**config.mk**
```make
export PLATFORM = sky130hd
export DESIGN_NAME = pdp8l_iot_sequencer
export DESIGN_NICKNAME = d
export VERILOG_FILES = /design/src/rtl/pdp8l_iot_sequencer.sv
export SDC_FILE = /design/constraint.sdc
export NUM_CORES = 1
export LEC_CHECK = 0
export ABC_AREA = 0
export ABC_CLOCK_PERIOD_IN_PS = 2650
export BUFFER_PORTS_ARGS = -buffer_cell sky130_fd_sc_hd__buf_2
export CORE_MARGIN = 2
export CORE_UTILIZATION = 40
export DETAILED_ROUTE_END_ITERATION = 12
export GPL_TIMING_DRIVEN = 0
export MAX_ROUTING_LAYER = met4
export PLACE_DENSITY_LB_ADDON = 0.05
export SLEW_MARGIN = 20
export SYNTH_ARGS = -nofsm -noshare
export SYNTH_HDL_FRONTEND = slang
export SYNTH_SLANG_ARGS = --single-unit
```
**constraint.sdc**
```tcl
create_clock -name CLOCK -period 2.65 [get_ports CLOCK]
set_input_delay 0.265 -clock CLOCK [delete_from_list [all_inputs] [get_ports CLOCK]]
set_output_delay 0.265 -clock CLOCK [all_outputs]
set_load 0.01 [all_outputs]
```
**src/rtl/pdp8l_iot_sequencer.sv**
```systemverilog
// PDP-8/L IOT sequencer: detects 6xxx IOT opcodes and emits the
// iopstart / IOP1 / IOP2 / IOP4 / iopdone timing with ARM-programmable slots.
module pdp8l_iot_sequencer (
  input  logic        CLOCK,
  input  logic        RESET,
  input  logic        CSTEP,
  input  logic        armwrite,
  input  logic        armraddr,
  input  logic        armwaddr,
  input  logic [31:0] armwdata,
  output logic [31:0] armrdata,
  input  logic        iotreq,
  input  logic [11:0] mbin,
  output logic        iopstart,
  output logic [11:0] ioopcode,
  output logic        iop1,
  output logic        iop2,
  output logic        iop4,
  output logic        iobusy,
  output logic        iopdone
);

  typedef enum logic [2:0] {
    IDLE = 3'd0,
    S1P  = 3'd1,
    S1G  = 3'd2,
    S2P  = 3'd3,
    S2G  = 3'd4,
    S4P  = 3'd5,
    S4G  = 3'd6,
    DONE = 3'd7
  } state_t;

  state_t      state_q, state_d;
  logic [13:0] cnt_q, cnt_d;
  logic [13:0] wid_q, wid_d;
  logic [13:0] gap_q, gap_d;
  logic        en_q, en_d;
  logic        ovr_q, ovr_d;
  logic        prev_q, prev_d;
  logic [11:0] opc_q, opc_d;
  logic        start_q, start_d;
  logic        p1_q, p1_d;
  logic        p2_q, p2_d;
  logic        p4_q, p4_d;
  logic        busy_q, busy_d;
  logic        done_q, done_d;

  logic wr1;
  logic trig;
  logic unused_wdata;

  assign wr1  = armwrite & armwaddr;
  assign trig = CSTEP & iotreq & ~prev_q
              & (mbin[11:9] == 3'o6) & en_q;
  assign unused_wdata = ^armwdata[30:28];

  always_ff @(posedge CLOCK) begin
    if (RESET) begin
      state_q <= IDLE;
      cnt_q   <= '0;
      wid_q   <= 14'd99;
      gap_q   <= 14'd99;
      en_q    <= 1'b1;
      ovr_q   <= 1'b0;
      prev_q  <= 1'b0;
      opc_q   <= '0;
      start_q <= 1'b0;
      p1_q    <= 1'b0;
      p2_q    <= 1'b0;
      p4_q    <= 1'b0;
      busy_q  <= 1'b0;
      done_q  <= 1'b0;
    end else begin
      state_q <= state_d;
      cnt_q   <= cnt_d;
      wid_q   <= wid_d;
      gap_q   <= gap_d;
      en_q    <= en_d;
      ovr_q   <= ovr_d;
      prev_q  <= prev_d;
      opc_q   <= opc_d;
      start_q <= start_d;
      p1_q    <= p1_d;
      p2_q    <= p2_d;
      p4_q    <= p4_d;
      busy_q  <= busy_d;
      done_q  <= done_d;
    end
  end

  // one down-counter, reloaded with width or gap on every slot entry
  always_comb begin
    state_d = state_q;
    cnt_d   = cnt_q;
    if (wr1) begin
      state_d = IDLE;
      cnt_d   = '0;
    end else if (CSTEP) begin
      unique case (state_q)
        IDLE: begin
          if (trig) begin
            state_d = S1P;
            cnt_d   = wid_q;
          end
        end
        DONE: state_d = IDLE;
        default: begin
          if (cnt_q != 14'd0) begin
            cnt_d = cnt_q - 14'd1;
          end else begin
            state_d = state_t'(state_q + 3'd1);
            cnt_d   = state_d[0] ? wid_q : gap_q;
          end
        end
      endcase
    end
  end

  always_comb begin
    wid_d   = wid_q;
    gap_d   = gap_q;
    en_d    = en_q;
    ovr_d   = ovr_q;
    prev_d  = prev_q;
    opc_d   = opc_q;
    start_d = start_q;
    if (wr1) begin
      en_d    = armwdata[31];
      gap_d   = armwdata[27:14];
      wid_d   = armwdata[13:0];
      ovr_d   = 1'b0;
      start_d = 1'b0;
    end else if (CSTEP) begin
      prev_d  = iotreq;
      start_d = trig & (state_q == IDLE);
      if (trig && state_q == IDLE)
        opc_d = mbin;
      if (trig && state_q != IDLE)
        ovr_d = 1'b1;
    end
    p1_d   = (state_d == S1P) & opc_d[0];
    p2_d   = (state_d == S2P) & opc_d[1];
    p4_d   = (state_d == S4P) & opc_d[2];
    busy_d = (state_d != IDLE);
    done_d = (state_d == DONE);
  end

  assign armrdata = armraddr
    ? {en_q, 1'b0, ovr_q, busy_q, gap_q, wid_q}
    : 32'h4953_0001;

  assign iopstart = start_q;
  assign ioopcode = opc_q;
  assign iop1     = p1_q;
  assign iop2     = p2_q;
  assign iop4     = p4_q;
  assign iobusy   = busy_q;
  assign iopdone  = done_q;

endmodule

```
==> results by group, run 1 <==
Clock network
  – Hold-fix buffers at CTS: 0
  – Worst-path clk slew: 0.07 ns
  – H-tree depth: 3
  – Clock tree root buffer cell: clkbuf_8
  – Bufs on Longest Clock Path: 2
  – CTS buffer count: 9
  – CTS tree: yes
  – Worst skew pair latency: approximately 0.34 ns
  – TritonCTS sink count: 66

Setup path
  – CP bufs+invs: 4
  – CP arrival: ~2.7 ns
  – Critical R2R Launch: state_q[0]
  – CP max-delay cell: dfxtp_1
  – CP Max Fanout: 10
  – R2r setup slk: around 0.16 ns
  – Worst R2R Path Depth: 10
  – Critical Path Source Type: register
  – Critical path's top delay family: simple AND/OR/NAND/NOR gates
  – Critical path required time: between 2 and 3 ns
  – RR Endpoint: iopdone
  – CP Cell Sequence: buf_6 > clkinvlp_4 > ha_1 > nor2b_1 > clkbuf_2 > nor2_2 > a221oi_2 > or4_1 > buf_2 > nor4_1
  – Critical path type: reg -> reg
  – Setup crit end kind: register
  – Worst path max stage delay: 0.41 ns

Drt
  – DR iter-0 viols: between 200 and 250
  – Final ANT Viol Nets: 0
  – Vias: approximately 3400
  – Drc violations: 0
  – Via-to-Cell Ratio: 5.36
  – First drt pass iteration count: 4
  – Total wire length: roughly 10 mm
  – Drt wl/cell: ~17 um

Final layout
  – Ratio of cells with drive above 1 in the final layout: between 20% and 30%
  – Final instance area: just over 0.004 sq mm
  – Fin nets: a little under 600
  – Layout area overhead: 24.6%
  – Multi-input gate area: 0.00184 sq mm
  – Fillcell total: between 800 and 900
  – Sequential cell area: between 0.001 and 0.0015 sq mm
  – Ant diodes: 0
  – Final Util: approximately half
  – Final cell count without fillers: roughly 630

Yosys
  – Area contributors post-synth: dfxtp_1 (40%), nand2_1 (9.6%), a21oi_1 (5.9%)
  – Number of synthesized flops with an enable pin: 0
  – Leading post-synthesis cells by instance count: nand2_1 (84), dfxtp_1 (66), a21oi_1 (39)
  – Post-synth net total: approximately 470
  – Post-synthesis mux area share: roughly 2.8%
  – Most frequent cell after synthesis: nand2_1
  – Synth top area share: 40.2%
  – Mapped Area: about 0.0033 sq mm
  – Most used DFF post-synth: dfxtp_1
  – Yosys top cell by area: dfxtp_1
  – Largest family of logic cells by synthesized area: simple AND/OR/NAND/NOR gates
  – Compound-Gate Fraction of Synth Area: 16.5%
  – Synthesis-stage register bit count: 66
  – Adder-cell share of the synthesized area: under 10%
  – Xor/xnor share of the synthesized area: 0.534%
  – Sequential area share after synthesis: 40.2%
  – Synth cell types: 50
  – Post-synth ARST share: 0%
  – Avg Cell Area, Syn: 7.84 sq um
  – Post-synthesis simple-gate area fraction: 34.0%
  – Post-Syn Instances: between 400 and 500
  – Yosys warnings: 0

GRT
  – Antenna violations before repair: 0
  – First-pass GRT wire length: about 16 mm
  – Gr usage total: ~25%
  – Vias in the first global route: between 3000 and 4000
  – Total gr overflow: 0
  – Largest net degree at the start of global routing: 13

Power and ir drop
  – Overall power: slightly above 2 mW
  – P_leak: ~1.7 nW
  – Worst VDD drop: about 0.22 mV
  – PwrDens: approximately 500 mW/mm^2

Timing
  – Fin. max-slew vios: 0
  – Setup repair after global routing missed its margin: no
  – Setup violators final: 0
  – Worst rel slew slack: between 50% and 60%
  – Crit path time final: 2.49 ns
  – Max Freq: between 400 and 500 MHz
  – Final hold violation count: 0
  – Worst Max-Slew Pin Slew: between 0.6 and 0.7 ns
  – Fin crit share: 93.9%
  – Clk_skew: ~0.0067 ns

Status
  – Outcome: finished, final reports clean

Floorplanning
  – Io pins: around 100
  – Die Wd: ~95 um
  – Initial Util: between 40% and 50%
  – Row Count: 33
  – Die height: about 95 um
  – Die area: between 0.008 and 0.009 sq mm
  – Core area: 0.00809 sq mm

Placement
  – IO Port Bufs: 96
  – Gp weighted congestion: slightly below 1
  – Post-DP HPWL: 7.84 mm
  – Cells after DPL: 620
  – DP Area: ~0.0039 sq mm

Hold path
  – Hold Path Class: in -> reg
  – Hold Path Sink: gap_q[0]
  – Hold_sp: armwdata[14]
  – Hold Crit Depth: 3

Flow run
  – Max-cap violation count: 0
## sequential cells by signal (all words and copies together) (netlist names)
name and cells:
cnt_q 14, gap_q 14, wid_q 14, ioopcode 12, state_q 3, en_q 1, iobusy 1, iop1 1
iop2 1, iop4 1, iopdone 1, iopstart 1, ovr_q 1, prev_q 1
## metrics by stage
step | setup slack [ns] | hold WS (ns) | setup TNS [ns]
detailed placement | -0.286 | 0.446 | -2.50
floorplan | 0.322 | 0.389 | 0
global placement | -0.184 | 0.437 | -2.05
finish | 0.161 | 0.137 | 0
CTS | 0.0110 | 0.123 | 0
global route | 0.0231 | 0.133 | 0
## tightest hold or removal path, cell delays in order
cell and delay, ns:
buf_2 0.08, nand2_1 0.04, nand3b_1 0.06
## area by class of cell
| cell class | instances | share of cell area [%] |
|---|---|---|
| well taps | 105 | 3.21 |
| clock buffers | 10 | 3.36 |
| flip-flops and latches | 66 | 32.3 |
| clock inverters | 4 | 0.489 |
| plain buffers | 29 | 3.06 |
| repair buffers | 97 | 11.9 |
| inverters | 7 | 0.734 |
| multi-input cells | 316 | 44.9 |
## cells in the final DEF, fill, tap and decap left out, types with 8 or more instances in the layout
| cell | n |
|---|---|
| dfxtp_1 | 66 |
| nand2_1 | 84 |
| mux2i_1 | 8 |
| nand3b_1 | 10 |
| and2_1 | 25 |
| buf_2 | 97 |
| o21ai_0 | 14 |
| nand2b_1 | 10 |
| a21oi_1 | 39 |
| nor3_1 | 10 |
| clkbuf_1 | 21 |
| nor2_1 | 24 |
| or3_1 | 9 |
| clkbuf_8 | 10 |
| nand3_1 | 8 |
## where the power goes
part	internal [mW]	switching (mW)
clock network	0.348	0.370
logic	0.109	0.162
registers	1.02	0.0291
## metal layers
layer | vias up | wire [um] | global-route usage (%)
met5 | - | 0 | -
met4 | 0 | 89 | 7.73
met3 | 10 | 601 | 4.15
met2 | 118 | 4680 | 35.5
met1 | 1591 | 5090 | 35.7
li1 | 1678 | - | -
## cell families after synthesis
logic type,after synthesis
multiplexers,9
adder cells (fa/ha/maj),4
AND/OR/NAND/NOR,214
AO/OA/AOI/OAI,87
XOR/XNOR,2
buffers and inverters,37
flip-flops,66
## worst max path at each step
stage / from / cells past startpoint / slack (ns) / to
after CTS: state_q[0] / 10 / 0.01 / cnt_q[1]
after global placement: state_q[0] / 10 / -0.18 / cnt_q[1]
final: state_q[0] / 10 / 0.16 / iopdone
after floorplan: state_q[0] / 10 / 0.32 / iop2
after global routing: state_q[0] / 10 / 0.02 / iop1
after detailed placement: state_q[0] / 10 / -0.29 / cnt_q[1]
## timing repair
action                                  4_1_cts  5_1_grt
gates cloned                                  0        0
gates resized for setup                       3        8
buffers inserted                              0        1
endpoints found under the setup margin       19       17
(Power assumes the default switching activity.)
==> inputs of run 2 (changes only) <==
--- a/config.mk
+++ b/config.mk
@@ -9,9 +9,8 @@
 export ABC_CLOCK_PERIOD_IN_PS = 2650
 export BUFFER_PORTS_ARGS = -buffer_cell sky130_fd_sc_hd__buf_2
 export CORE_MARGIN = 2
-export CORE_UTILIZATION = 40
+export CORE_UTILIZATION = 51
 export DETAILED_ROUTE_END_ITERATION = 12
-export GPL_TIMING_DRIVEN = 0
 export MAX_ROUTING_LAYER = met4
 export PLACE_DENSITY_LB_ADDON = 0.05
 export SLEW_MARGIN = 20
==> results by group, run 2 (synthesized netlist as in run 1, its figures left out) <==
Clock network
  – Post-cts resize count: 0 (was 3)
  – H-tree depth: 3 (unchanged)
  – Bufs on Longest Clock Path: 2 (unchanged)
  – TritonCTS sink count: 66 (unchanged)
  – CTS buffer count: 9 (unchanged)
  – Setup Fix Bufs, Post-CTS: 0 (unchanged)
  – Worst-path clk slew: 0.07 ns (about the same)
  – CTS tree: yes (unchanged)
  – Hold-fix buffers at CTS: 0 (unchanged)
  – Clock tree root buffer cell: clkbuf_8 (unchanged)
  – Worst skew pair latency: 0.34 ns (about the same)

Drt
  – First drt pass iteration count: 5 (was 4)
  – Drc violations: 0 (unchanged)
  – DR iter-0 viols: 187 (was 228)
  – Via-to-Cell Ratio: 5.47 (was 5.36)
  – Total wire length: 9.18 mm (was 10.5 mm)
  – Drt wl/cell: 15.5 um (was 16.5 um)
  – Vias: 3233 (was 3397)
  – Final ANT Viol Nets: 0 (unchanged)

GRT
  – Vias in the first global route: 2932 (was 3113)
  – Gr usage total: 26.9% (was 24.8%)
  – Total gr overflow: 0 (unchanged)
  – Largest net degree at the start of global routing: 36 (was 13)
  – Antenna violations before repair: 0 (unchanged)
  – First-pass GRT wire length: 14.8 mm (was 16.4 mm)

Floorplanning
  – Core area: 0.00628 sq mm (was 0.00809 sq mm)
  – Die height: 84.2 um (was 94.6 um)
  – Row Count: 29 (was 33)
  – Initial Util: 52.3% (was 40.6%)
  – Die Wd: 84.2 um (was 94.6 um)
  – Die area: 0.00710 sq mm (was 0.00895 sq mm)
  – Io pins: 101 (unchanged)

Placement
  – Cells after DPL: 576 (was 620)
  – IO Port Bufs: 97 (was 96)
  – Post-DP HPWL: 6.60 mm (was 7.84 mm)
  – Gp weighted congestion: 0.910 (was 0.972)
  – Placement Setup Slack: 0.386 ns (was -0.286 ns)
  – DP Area: 0.00384 sq mm (was 0.00389 sq mm)

Setup path
  – CP arrival: 2.55 ns (was 2.73 ns)
  – Critical path required time: 2.88 ns (was 2.89 ns)
  – Setup crit end kind: register (unchanged)
  – Worst R2R Path Depth: 7 (was 10)
  – Critical Path Source Type: register (unchanged)
  – Critical path type: reg -> reg (unchanged)
  – CP Max Fanout: 6 (was 10)

Power and ir drop
  – Net Sw Frac: 25.4% (was 27.5%)
  – Clk network pwr share: 38.5% (was 35.2%)
  – Overall power: 2.12 mW (was 2.04 mW)
  – Comb power frac: 12.1% (was 13.3%)
  – Psw: 0.539 mW (was 0.561 mW)
  – Sequential cell fraction of total power: 49.4% (was 51.5%)
  – Internal: 1.58 mW (was 1.48 mW)
  – Worst VDD drop: 0.347 mV (was 0.218 mV)
  – P_leak: 1.74 nW (was 1.73 nW)
  – PwrDens: 526 mW/mm^2 (was 498 mW/mm^2)

Timing
  – Worst Max-Slew Pin Slew: 0.568 ns (was 0.629 ns)
  – Crit path time final: 2.32 ns (was 2.49 ns)
  – Fin crit share: 87.6% (was 93.9%)
  – Fin. max-slew vios: 0 (unchanged)
  – Worst rel slew slack: 61.8% (was 58.1%)
  – Final hold violation count: 0 (unchanged)
  – Final setup margin: 0.327 ns (was 0.161 ns)
  – Setup violators final: 0 (unchanged)
  – Setup_tns: 0 ns (unchanged)
  – Setup repair after global routing missed its margin: no (unchanged)
  – Max Freq: 431 MHz (was 402 MHz)
  – Clk_skew: 0.00924 ns (was 0.00666 ns)
  – Hold WS: 0.133 ns (was 0.137 ns)

Flow run
  – Max-cap violation count: 0 (unchanged)

Final layout
  – Final instance area: 0.00403 sq mm (was 0.00409 sq mm)
  – Sequential cell area: 0.00132 sq mm (unchanged)
  – Fillcell total: 590 (was 871)
  – Multi-input gate area: 0.00182 sq mm (was 0.00184 sq mm)
  – Final cell count without fillers: 591 (was 634)
  – Ratio of cells with drive above 1 in the final layout: 25.9% (was 24.8%)
  – Fin nets: 565 (was 581)
  – Layout area overhead: 22.7% (was 24.6%)
  – Most common cell after layout, fill and taps aside: buf_2 (unchanged)
  – Final Util: 64.2% (was 50.6%)
  – Ant diodes: 0 (unchanged)
  – Biggest regs: cnt_q: 14 flops, gap_q: 14 flops, wid_q: 14 flops (unchanged)
  – Most frequent cells in the layout: buf_2 (97), nand2_1 (84), dfxtp_1 (66) (unchanged)

Hold path
  – Hold Crit Depth: 3 (unchanged)
  – Hold Path Class: in -> reg (unchanged)

Status
  – Outcome: finished, final reports clean (unchanged)
-- run 2: area by class of cell --
class,count,area share (%)
inverter,7,0.652
tap,77,2.39
multi-input combinational,316,45.1
sequential,66,32.8
timing repair buffer,110,14.5
clock inverter,3,0.994
clock buffer,12,3.60
-- run 2: path summary, 6_finish.rpt --
kind	slack, ns	endpoint	start
worst max-delay path	0.33	iop1	cnt_q[0]
worst min-delay path	0.13	wid_q[5]	armwdata[5]
worst max register to register	0.33	iop1	cnt_q[0]
worst min register to register	0.45	ioopcode[3]	ioopcode[3]
-- run 2: metal layers --
metal  share of wire, %  vias to the layer above  global-route usage, %  wire (um)
li1                   -                     1647                      -          -
met1                 49                     1470                   39.2       4530
met2                 44                      105                   37.4       4050
met3                5.6                       11                   5.51        513
met4               0.90                        0                   8.21         83
met5                  0                        -                      -          0
-- run 2: worst max-delay path: stages, from the launching register on --
cell and delay [ns]:
dfxtp_1 0.34, inv_1 0.08, ha_1 0.23, nor4b_4 0.32
and4_1 0.28, a221oi_2 0.07, or4_1 0.56, nor4b_1 0.34
-- run 2: power groups by stage --
| stage | clock, mW | combinational (mW) | sequential [mW] |
|---|---|---|---|
| 6_report | 0.816 | 0.257 | 1.05 |
| 5_1_grt | 0.867 | 0.284 | 1.05 |
| 4_1_cts | 0.823 | 0.256 | 1.05 |
| 3_5_place_dp | 0 | 0.253 | 1.07 |
| 3_3_place_gp | 0 | 0.253 | 1.07 |
| 2_1_floorplan | 0 | 0.158 | 1.06 |
